File: src/rtl/multicycle_ctrl.sv
// Multicycle instruction-sequencing controller: FETCH/DECODE/EXEC/MEM/WB with a sticky TRAP.
// Optional memory-wait timeout is enabled by defining MC_TIMEOUT_EN.
module multicycle_ctrl (
  input  logic       clk,
  input  logic       rstIn,
  input  logic [6:0] IW2Contr,
  input  logic       memReady,
  output logic       LIR,
  output logic       LPC,
  output logic       rd1,
  output logic       rd2,
  output logic       wr_contr,
  output logic       Lflag_contr,
  output logic       isJumpInstr,
  output logic       isCallInstr,
  output logic       rdM,
  output logic       wrM_contr,
  output logic       PCrst,
  output logic [1:0] selM1,
  output logic [1:0] selM2,
  output logic [1:0] selM3,
  output logic [1:0] fnSel,
  output logic [2:0] state,
  output logic       illegal,
  output logic       timeout
);

  // state  | meaning
  // FETCH  | read instruction memory, load IR on memReady
  // DECODE | classify opcode into the class register
  // EXEC   | ALU / address / branch step
  // MEM    | data memory access for LA and STA
  // WB     | register/flag write-back and PC load
  // TRAP   | illegal opcode or memory timeout, left only by reset
  typedef enum logic [2:0] {
    FETCH  = 3'b000,
    DECODE = 3'b001,
    EXEC   = 3'b010,
    MEM    = 3'b011,
    WB     = 3'b100,
    TRAP   = 3'b101
  } state_t;

  typedef enum logic [3:0] {
    C_ALUI, C_ALUR, C_MNSI, C_MNSR, C_CMP, C_LI, C_LR,
    C_LA, C_STA, C_JMP, C_JAL, C_JR, C_ILL, C_TMO
  } cls_t;

  state_t state_q;
  cls_t   cls_q;
  cls_t   cls_dec;
  cls_t   cls_eff;
  logic   tmo_hit;

  always_comb begin
    cls_dec = C_ILL;
    casez (IW2Contr)
      7'b00??0??: cls_dec = C_ALUI;
      7'b00??1??: cls_dec = C_ALUR;
      7'b01000??: cls_dec = C_MNSI;
      7'b01001??: cls_dec = C_MNSR;
      7'b0101???: cls_dec = C_CMP;
      7'b100?00?: cls_dec = C_LI;
      7'b100?01?: cls_dec = C_LR;
      7'b100?10?: cls_dec = C_LA;
      7'b101????: cls_dec = C_STA;
      7'b110????: cls_dec = C_JMP;
      7'b1110???: cls_dec = C_JAL;
      7'b1111???: cls_dec = C_JR;
      default:    cls_dec = C_ILL;
    endcase
  end

`ifdef MC_TIMEOUT_EN
  logic [3:0] cnt_q;
  logic       wait_w;

  assign wait_w  = ((state_q == FETCH) || (state_q == MEM)) && !memReady;
  assign tmo_hit = wait_w && (cnt_q == 4'd15);

  always_ff @(posedge clk or negedge rstIn) begin
    if (!rstIn)                 cnt_q <= 4'd0;
    else if (wait_w && !tmo_hit) cnt_q <= cnt_q + 4'd1;
    else                        cnt_q <= 4'd0;
  end
`else
  assign tmo_hit = 1'b0;
`endif

  // Timeout traps reuse the class register (C_TMO) so the trap cause needs no extra flop.
  always_ff @(posedge clk or negedge rstIn) begin
    if (!rstIn) begin
      state_q <= FETCH;
      cls_q   <= C_ILL;
    end else begin
      case (state_q)
        FETCH: begin
          if (tmo_hit) begin
            state_q <= TRAP;
            cls_q   <= C_TMO;
          end else if (memReady) begin
            state_q <= DECODE;
          end
        end
        DECODE: begin
          cls_q   <= cls_dec;
          state_q <= EXEC;
        end
        EXEC: begin
          case (cls_q)
            C_LA, C_STA:  state_q <= MEM;
            C_JMP, C_JR:  state_q <= FETCH;
            C_ILL, C_TMO: state_q <= TRAP;
            default:      state_q <= WB;
          endcase
        end
        MEM: begin
          if (tmo_hit) begin
            state_q <= TRAP;
            cls_q   <= C_TMO;
          end else if (memReady) begin
            state_q <= (cls_q == C_STA) ? FETCH : WB;
          end
        end
        WB:      state_q <= FETCH;
        TRAP:    state_q <= TRAP;
        default: state_q <= FETCH;
      endcase
    end
  end

  // Register reads in DECODE must use the opcode directly; the class register loads at its end.
  assign cls_eff = (state_q == DECODE) ? cls_dec : cls_q;
  assign state   = state_q;
  assign PCrst   = rstIn;

  always_comb begin
    LIR         = 1'b0;
    LPC         = 1'b0;
    rd1         = 1'b0;
    rd2         = 1'b0;
    wr_contr    = 1'b0;
    Lflag_contr = 1'b0;
    isJumpInstr = 1'b0;
    isCallInstr = 1'b0;
    rdM         = 1'b0;
    wrM_contr   = 1'b0;
    selM1       = 2'b11;
    selM2       = 2'b11;
    selM3       = 2'b11;
    fnSel       = 2'b11;
    illegal     = 1'b0;
    timeout     = 1'b0;
    if (rstIn) begin
      if (state_q inside {DECODE, EXEC, MEM}) begin
        rd2 = cls_eff inside {C_ALUI, C_ALUR, C_MNSI, C_MNSR, C_CMP, C_STA, C_JR};
        rd1 = cls_eff inside {C_ALUR, C_MNSR, C_LR, C_LA, C_STA};
      end
      if (state_q inside {EXEC, MEM, WB}) begin
        case (cls_q)
          C_ALUI, C_MNSI: begin selM1 = 2'b10; selM2 = 2'b01; fnSel = 2'b00; selM3 = 2'b10; end
          C_ALUR, C_MNSR: begin selM1 = 2'b01; selM2 = 2'b01; fnSel = 2'b00; selM3 = 2'b10; end
          C_CMP:          begin selM1 = 2'b11; selM2 = 2'b01; fnSel = 2'b01; selM3 = 2'b10; end
          C_LI:           begin selM1 = 2'b11; selM2 = 2'b10; fnSel = 2'b01; selM3 = 2'b10; end
          C_LR:           begin selM1 = 2'b11; selM2 = 2'b00; fnSel = 2'b01; selM3 = 2'b10; end
          C_LA:           begin selM1 = 2'b01; selM2 = 2'b10; fnSel = 2'b10; selM3 = 2'b01; end
          C_STA:          begin selM1 = 2'b01; selM2 = 2'b10; fnSel = 2'b10; selM3 = 2'b11; end
          C_JMP:          begin selM1 = 2'b00; selM2 = 2'b10; fnSel = 2'b10; selM3 = 2'b11; end
          C_JAL:          begin selM1 = 2'b00; selM2 = 2'b10; fnSel = 2'b10; selM3 = 2'b00; end
          C_JR:           begin selM1 = 2'b11; selM2 = 2'b01; fnSel = 2'b01; selM3 = 2'b11; end
          default:        ;
        endcase
      end
      case (state_q)
        FETCH: begin
          rdM = 1'b1;
          LIR = memReady;
        end
        EXEC: begin
          if (cls_q == C_JMP) begin
            isJumpInstr = 1'b1;
            LPC         = 1'b1;
          end else if (cls_q == C_JR) begin
            isCallInstr = 1'b1;
            LPC         = 1'b1;
          end
        end
        MEM: begin
          if (cls_q == C_LA) rdM = 1'b1;
          if (cls_q == C_STA) begin
            wrM_contr = 1'b1;
            LPC       = memReady;
          end
        end
        WB: begin
          wr_contr    = !(cls_q inside {C_MNSI, C_MNSR, C_STA});
          Lflag_contr = cls_q inside {C_ALUI, C_ALUR, C_MNSI, C_MNSR, C_CMP};
          isCallInstr = (cls_q == C_JAL);
          LPC         = (cls_q != C_JAL);
        end
        TRAP: begin
          illegal = (cls_q != C_TMO);
`ifdef MC_TIMEOUT_EN
          timeout = (cls_q == C_TMO);
`endif
        end
        default: ;
      endcase
    end
  end

endmodule
File: config.mk
export PLATFORM = sky130hd
export DESIGN_NAME = multicycle_ctrl
export DESIGN_NICKNAME = d
export VERILOG_FILES = /design/src/rtl/multicycle_ctrl.sv
export SDC_FILE = /design/constraint.sdc
export NUM_CORES = 1
export LEC_CHECK = 0
export CORE_MARGIN = 2
export CORE_UTILIZATION = 45
export CTS_BUF_LIST = sky130_fd_sc_hd__clkbuf_4
export CTS_CLUSTER_SIZE = 20
export DETAILED_ROUTE_END_ITERATION = 6
export GPL_TIMING_DRIVEN = 0
export PLACE_DENSITY = 0.92
export SLEW_MARGIN = 20
export SYNTH_ARGS = -nofsm -noshare
export SYNTH_HDL_FRONTEND = slang
export SYNTH_SLANG_ARGS = --single-unit
File: constraint.sdc
create_clock -name clk -period 2.5 [get_ports clk]
set_input_delay 0.375 -clock clk [delete_from_list [all_inputs] [get_ports clk]]
set_output_delay 0.375 -clock clk [all_outputs]
set_load 0.05 [all_outputs]
# ---- Yosys cells after proc, flatten, opt, wreduce, memory -nomap -nowiden
# Index checks and enable logic that the tools add are counted.
dict set report word_totals {
  reg_bits 7
  inputBits 10
  output_inout_bits 24
  elab_cells 115
}
dict set report op_classes {
  eq_ne 41
  muxes 48
  reduce_logical 24
}
# operator count
set op_table {}
lappend op_table {{$pmux 4 s12} 1}
lappend op_table {{$eq 4x4->1 const B} 10}
lappend op_table {{$eq 4x3->1 const B} 8}
lappend op_table {{$mux 1} 26}
lappend op_table {{$pmux 2 s3} 4}
lappend op_table {{$eq 4x2->1 const B} 4}
lappend op_table {{$mux 2} 8}
lappend op_table {{$reduce_or 4->1} 4}
lappend op_table {{$eq 5x5->1 const B} 3}
lappend op_table {{$pmux 3 s5} 1}
lappend op_table {{$eq 3x3->1 const B} 4}
lappend op_table {{$eq 5x4->1 const B} 2}
lappend op_table {{$reduce_bool 5->1} 2}
lappend op_table {{$reduce_or 2->1} 5}
lappend op_table {{$mux 3} 3}
lappend op_table {{$pmux 3 s3} 1}
lappend op_table {{$reduce_bool 3->1} 3}
lappend op_table {{$eq 4x1->1 const B} 2}
lappend op_table {{$logic_not 4->1} 2}
lappend op_table {{$ne 4x4->1 const B} 2}
lappend op_table {{$reduce_bool 7->1} 1}
lappend op_table {{$reduce_or 7->1} 1}
lappend op_table {{$eq 3x1->1 const B} 2}
lappend op_table {{$eq 3x2->1 const B} 2}
lappend op_table {{other kinds (9)} 12}

# ---- Depth between registers and ports, before layout
dict set report logic_depth {
  depth_word 7
  depth_mapped 8
  depth_no_buf 6
}

# ---- Worst setup path after synthesis
# No wires, ideal clock.
dict set report synth_path {
  path_type {register to output}
  startpoint {register state_q[1], in the netlist state[1]}
  endpoint {output port rd1}
  t_arrival_ns 2.950
  required_time_ns 2.125
  setup_slack_ns -0.825
  stages_incl_launch_ff 7
  path_buffers 2
  cell_sequence {dfrtp_1 buf_6 or3b_1 buf_6 mux2_4 or4_1 a31oi_1}
}
dict set report synth_between {
  elab_chain_len 6
  word_cells_on_any_way 13
  cone_classes {eq/ne: 8; mux: 3; reduce/logical: 2}
}
# item line
set synth_lines {}
lappend synth_lines {{start, declared} 49} ;# state_t state_q;
lappend synth_lines {{start signal, assigned} 122} ;# state_q <= (cls_q == C_STA) ? FETCH : WB;
lappend synth_lines {{$eq 3x1->1 *} 133} ;# assign cls_eff = (state_q == DECODE) ? cls_dec : cls_q;
lappend synth_lines {{$mux 4 *} --}
lappend synth_lines {{via cls_eff[2]} 52} ;# cls_t cls_eff;
lappend synth_lines {{$eq 4x1->1 (tied with other cells)} 157} ;# rd1 = cls_eff inside {C_ALUR, C_MNSR, C_LR, C_LA, C_STA};
lappend synth_lines {{$reduce_bool 5->1 *} 157}
lappend synth_lines {{$mux 1 *} 155} ;# if (state_q inside {DECODE, EXEC, MEM}) begin
lappend synth_lines {{$mux 1 *} 154} ;# if (rstIn) begin
lappend synth_lines {{end, declared} 10} ;# output logic rd1,
# Mark *: on every way through the listed nets, which the timed path passes. The rest lies on a longest branch.

# ---- Worst setup path after layout
dict set report layout_path {
  startpoint {register state_q[2], in the netlist state[2]}
  endpoint {output port rd1}
}
# The elaborated chain is that of the path after synthesis.

==> out/metrics.cfg <==
[drt]
wire_per_inst_um=13.9
viasPerCell=5.67
drt-total-wl_um=2950
drt_iter0_drc=48
drc_errors=0
antenna_left=0
dr.pass1.iters=4
vias=1201

[sta]
worst_pin_slew_ps=718
setup_ws_ps=-244
hold_viol_final=0
holdWs_ps=176
fin_tns_setup_ps=-464
period_share=1.10
rsz0062_at_grt=yes
drv_slew=0
fmax_ghz=0.364
relSlewSlack=0.516
min_period_ps=2740
finalSetupViolCount=2
skew_ps=5.13

[setup_path]
arrival_ps=2370
critical_path.cell_chain=or3b_1 -> buf_6 -> mux2_4 -> or4_4 -> a31oi_4 -> buf_6
cpMostUsedCell=buf_6
worst-path-max-fanout=7
cp.required_ps=2120
slowest_stage=or4_4
slowest_delay_ps=430
path_delay_family=simple AND/OR/NAND/NOR gates
cp-start-kind=flip-flop
critPathBufInv=2
critPathKind=reg -> out
worstSetupEndpointType=output pin

[synth]
ys.flop_type=dfrtp_1
yosys.area_share.simple=0.361
ys_warn_count=0
synth_top_area_frac=0.140
synth_nets=147
synth.avg_cell_area_um2=6.52
async_reset_ff_frac=1.00
synthCells=137
yosys-mux-area-fraction=0.0168
synth_fa_ha_area_frac=0.0112
ys_ff_latch=7
synth_compound_area_frac=0.310
yosysSeqAreaShare=0.199
synth_edf_count=0
synth.distinct_cells=40
synth_top_family_by_area=simple AND/OR/NAND/NOR gates
syn_area_um2=893
synth_xor_area_frac=0.00980
synthTopCellsByCount=22 x nand2_1, 13 x a21oi_1, 13 x nor2_1, 13 x o21ai_0
yosysTopAreaCell=dfrtp_1
synth_area_leaders=dfrtp_1 14%, nand2_1 9.2%, a21oi_1 7.3%, o21ai_0 7.3%, dfstp_2 5.9%
yosysMostFrequentCell=nand2_1

[clock_network]
numCtsBuffers=3
clk_pin_slew_worst_paths_ps=60
cts.sinks=7
cts-root-buf=clkbuf_4
cts_max_path_buffers=2
cts_tree=built
h-tree-depth=1
clock_latency_ps=270

[placed_design]
gp_congestion=0.915
portBuffers=31
dp_hpwl_um=2040
post-place-ws_ps=-1020

[grt]
antenna_found_initial=0
grt_pass1_wl_um=4580
gr-total-overflow=0
track_usage=0.244
grt_max_degree=15
grt_pass1_vias=1106

[floorplanning]
core_area_um2=1920
io_pins=34
die-area_um2=2360
initial_core_util=0.465
die_h_um=48.6
die_w_um=48.6
rows=16

[pwr]
p_leak_nw=0.615
vdd_drop_max_uv=1090
powerDensity_nw_per_um2=1280

[job]
drv_cap=0

[layout]
utilization=0.719
num_antenna_cells=0
drive_gt1_frac=0.297
area_growth_pct=54.6
layout.nets=196

[hold_path]
hold_class=in -> async

[run_status]
status=complete, but fails checks
violations=negative setup slack

-- what timing repair did --
| action | CTS | global route |
|---|---|---|
| setup endpoints to repair | 20 | 15 |
| pin swaps | 4 | 5 |
| gates resized for setup | 49 | 31 |
| endpoints found under the hold margin | 0 | 4 |
| buffers inserted | 8 | 5 |
| hold buffers | 0 | 2 |
-- cell usage in the layout, fill, tap and decap left out, drive strengths merged, types with 3 or more instances in the layout --
master / netlist / routed
nor3: 3 / 3
nor2: 13 / 13
inv: 4 / 4
nor2b: 7 / 7
nand3: 4 / 4
clkbuf: 7 / 18
dlygate4sd2: 0 / 6
a21oi: 13 / 13
nand2: 22 / 22
and3: 4 / 4
clkdlybuf4s15: 0 / 3
nand2b: 4 / 4
clkdlybuf4s50: 0 / 8
dfrtp: 5 / 5
o21ai: 17 / 17
buf: 4 / 20
-- flip-flops by register name (all words and copies together), names as in the netlist --
register,flops
state,3
cls_q,4
-- through the flow --
stage	instance area, um2	cells	power (mW)
floorplan	931	137	1.16
global placement	1270	195	1.45
detailed placement	1270	195	1.49
CTS	1360	206	1.68
global route	1380	212	1.88
finish	1380	212	1.77
-- worst paths after layout --
kind | slack, ps | endpoint | start | cells after the start
max in group asynchronous | 1670 | state[1] | rstIn | 2
worst min-delay path | 180 | cls_q[2] | rstIn | 1
worst min register to register | 600 | state[1] | state[2] | 2
worst max register to register | 720 | state[2] | cls_q[1] | 6
min in group clk | 600 | state[1] | state[2] | 2
worst max-delay path | -240 | rd1 | state[2] | 6
-- cell type report --
type | instances | area [um2]
Inverter | 4 | 15.0
Clock buffer | 3 | 22.5
Sequential cell | 7 | 181
Clock inverter | 1 | 5.00
Tap cell | 27 | 33.8
Multi-Input combinational cell | 115 | 697
Fill cell | 171 | 541
Buffer | 9 | 52.6
Timing Repair Buffer | 46 | 374
-- cells by family after synthesis --
kind of cell	after synthesis
AOI/OAI and AO/OA	46
xor gates and xnor gates	1
other	1
adders and majority gates	1
muxes	1
buffers and inverters	15
DFF	7
and+or+nand+nor	65
-- per-layer routing --
layer  vias up  wire (um)  track usage  share of wire
li1        584          -            -              -
met1       547       1130        0.255           0.38
met2        62       1590        0.491           0.54
met3         8        150       0.0247          0.051
met4         0         78       0.0952          0.026
met5         -          0            0              0
-- report_power, final --
group          internal, mW  switching (mW)
combinational         0.533           0.877
sequential            0.178          0.0711
clock                0.0589          0.0507
total                 0.770           0.999
(Power assumes the default switching activity.)
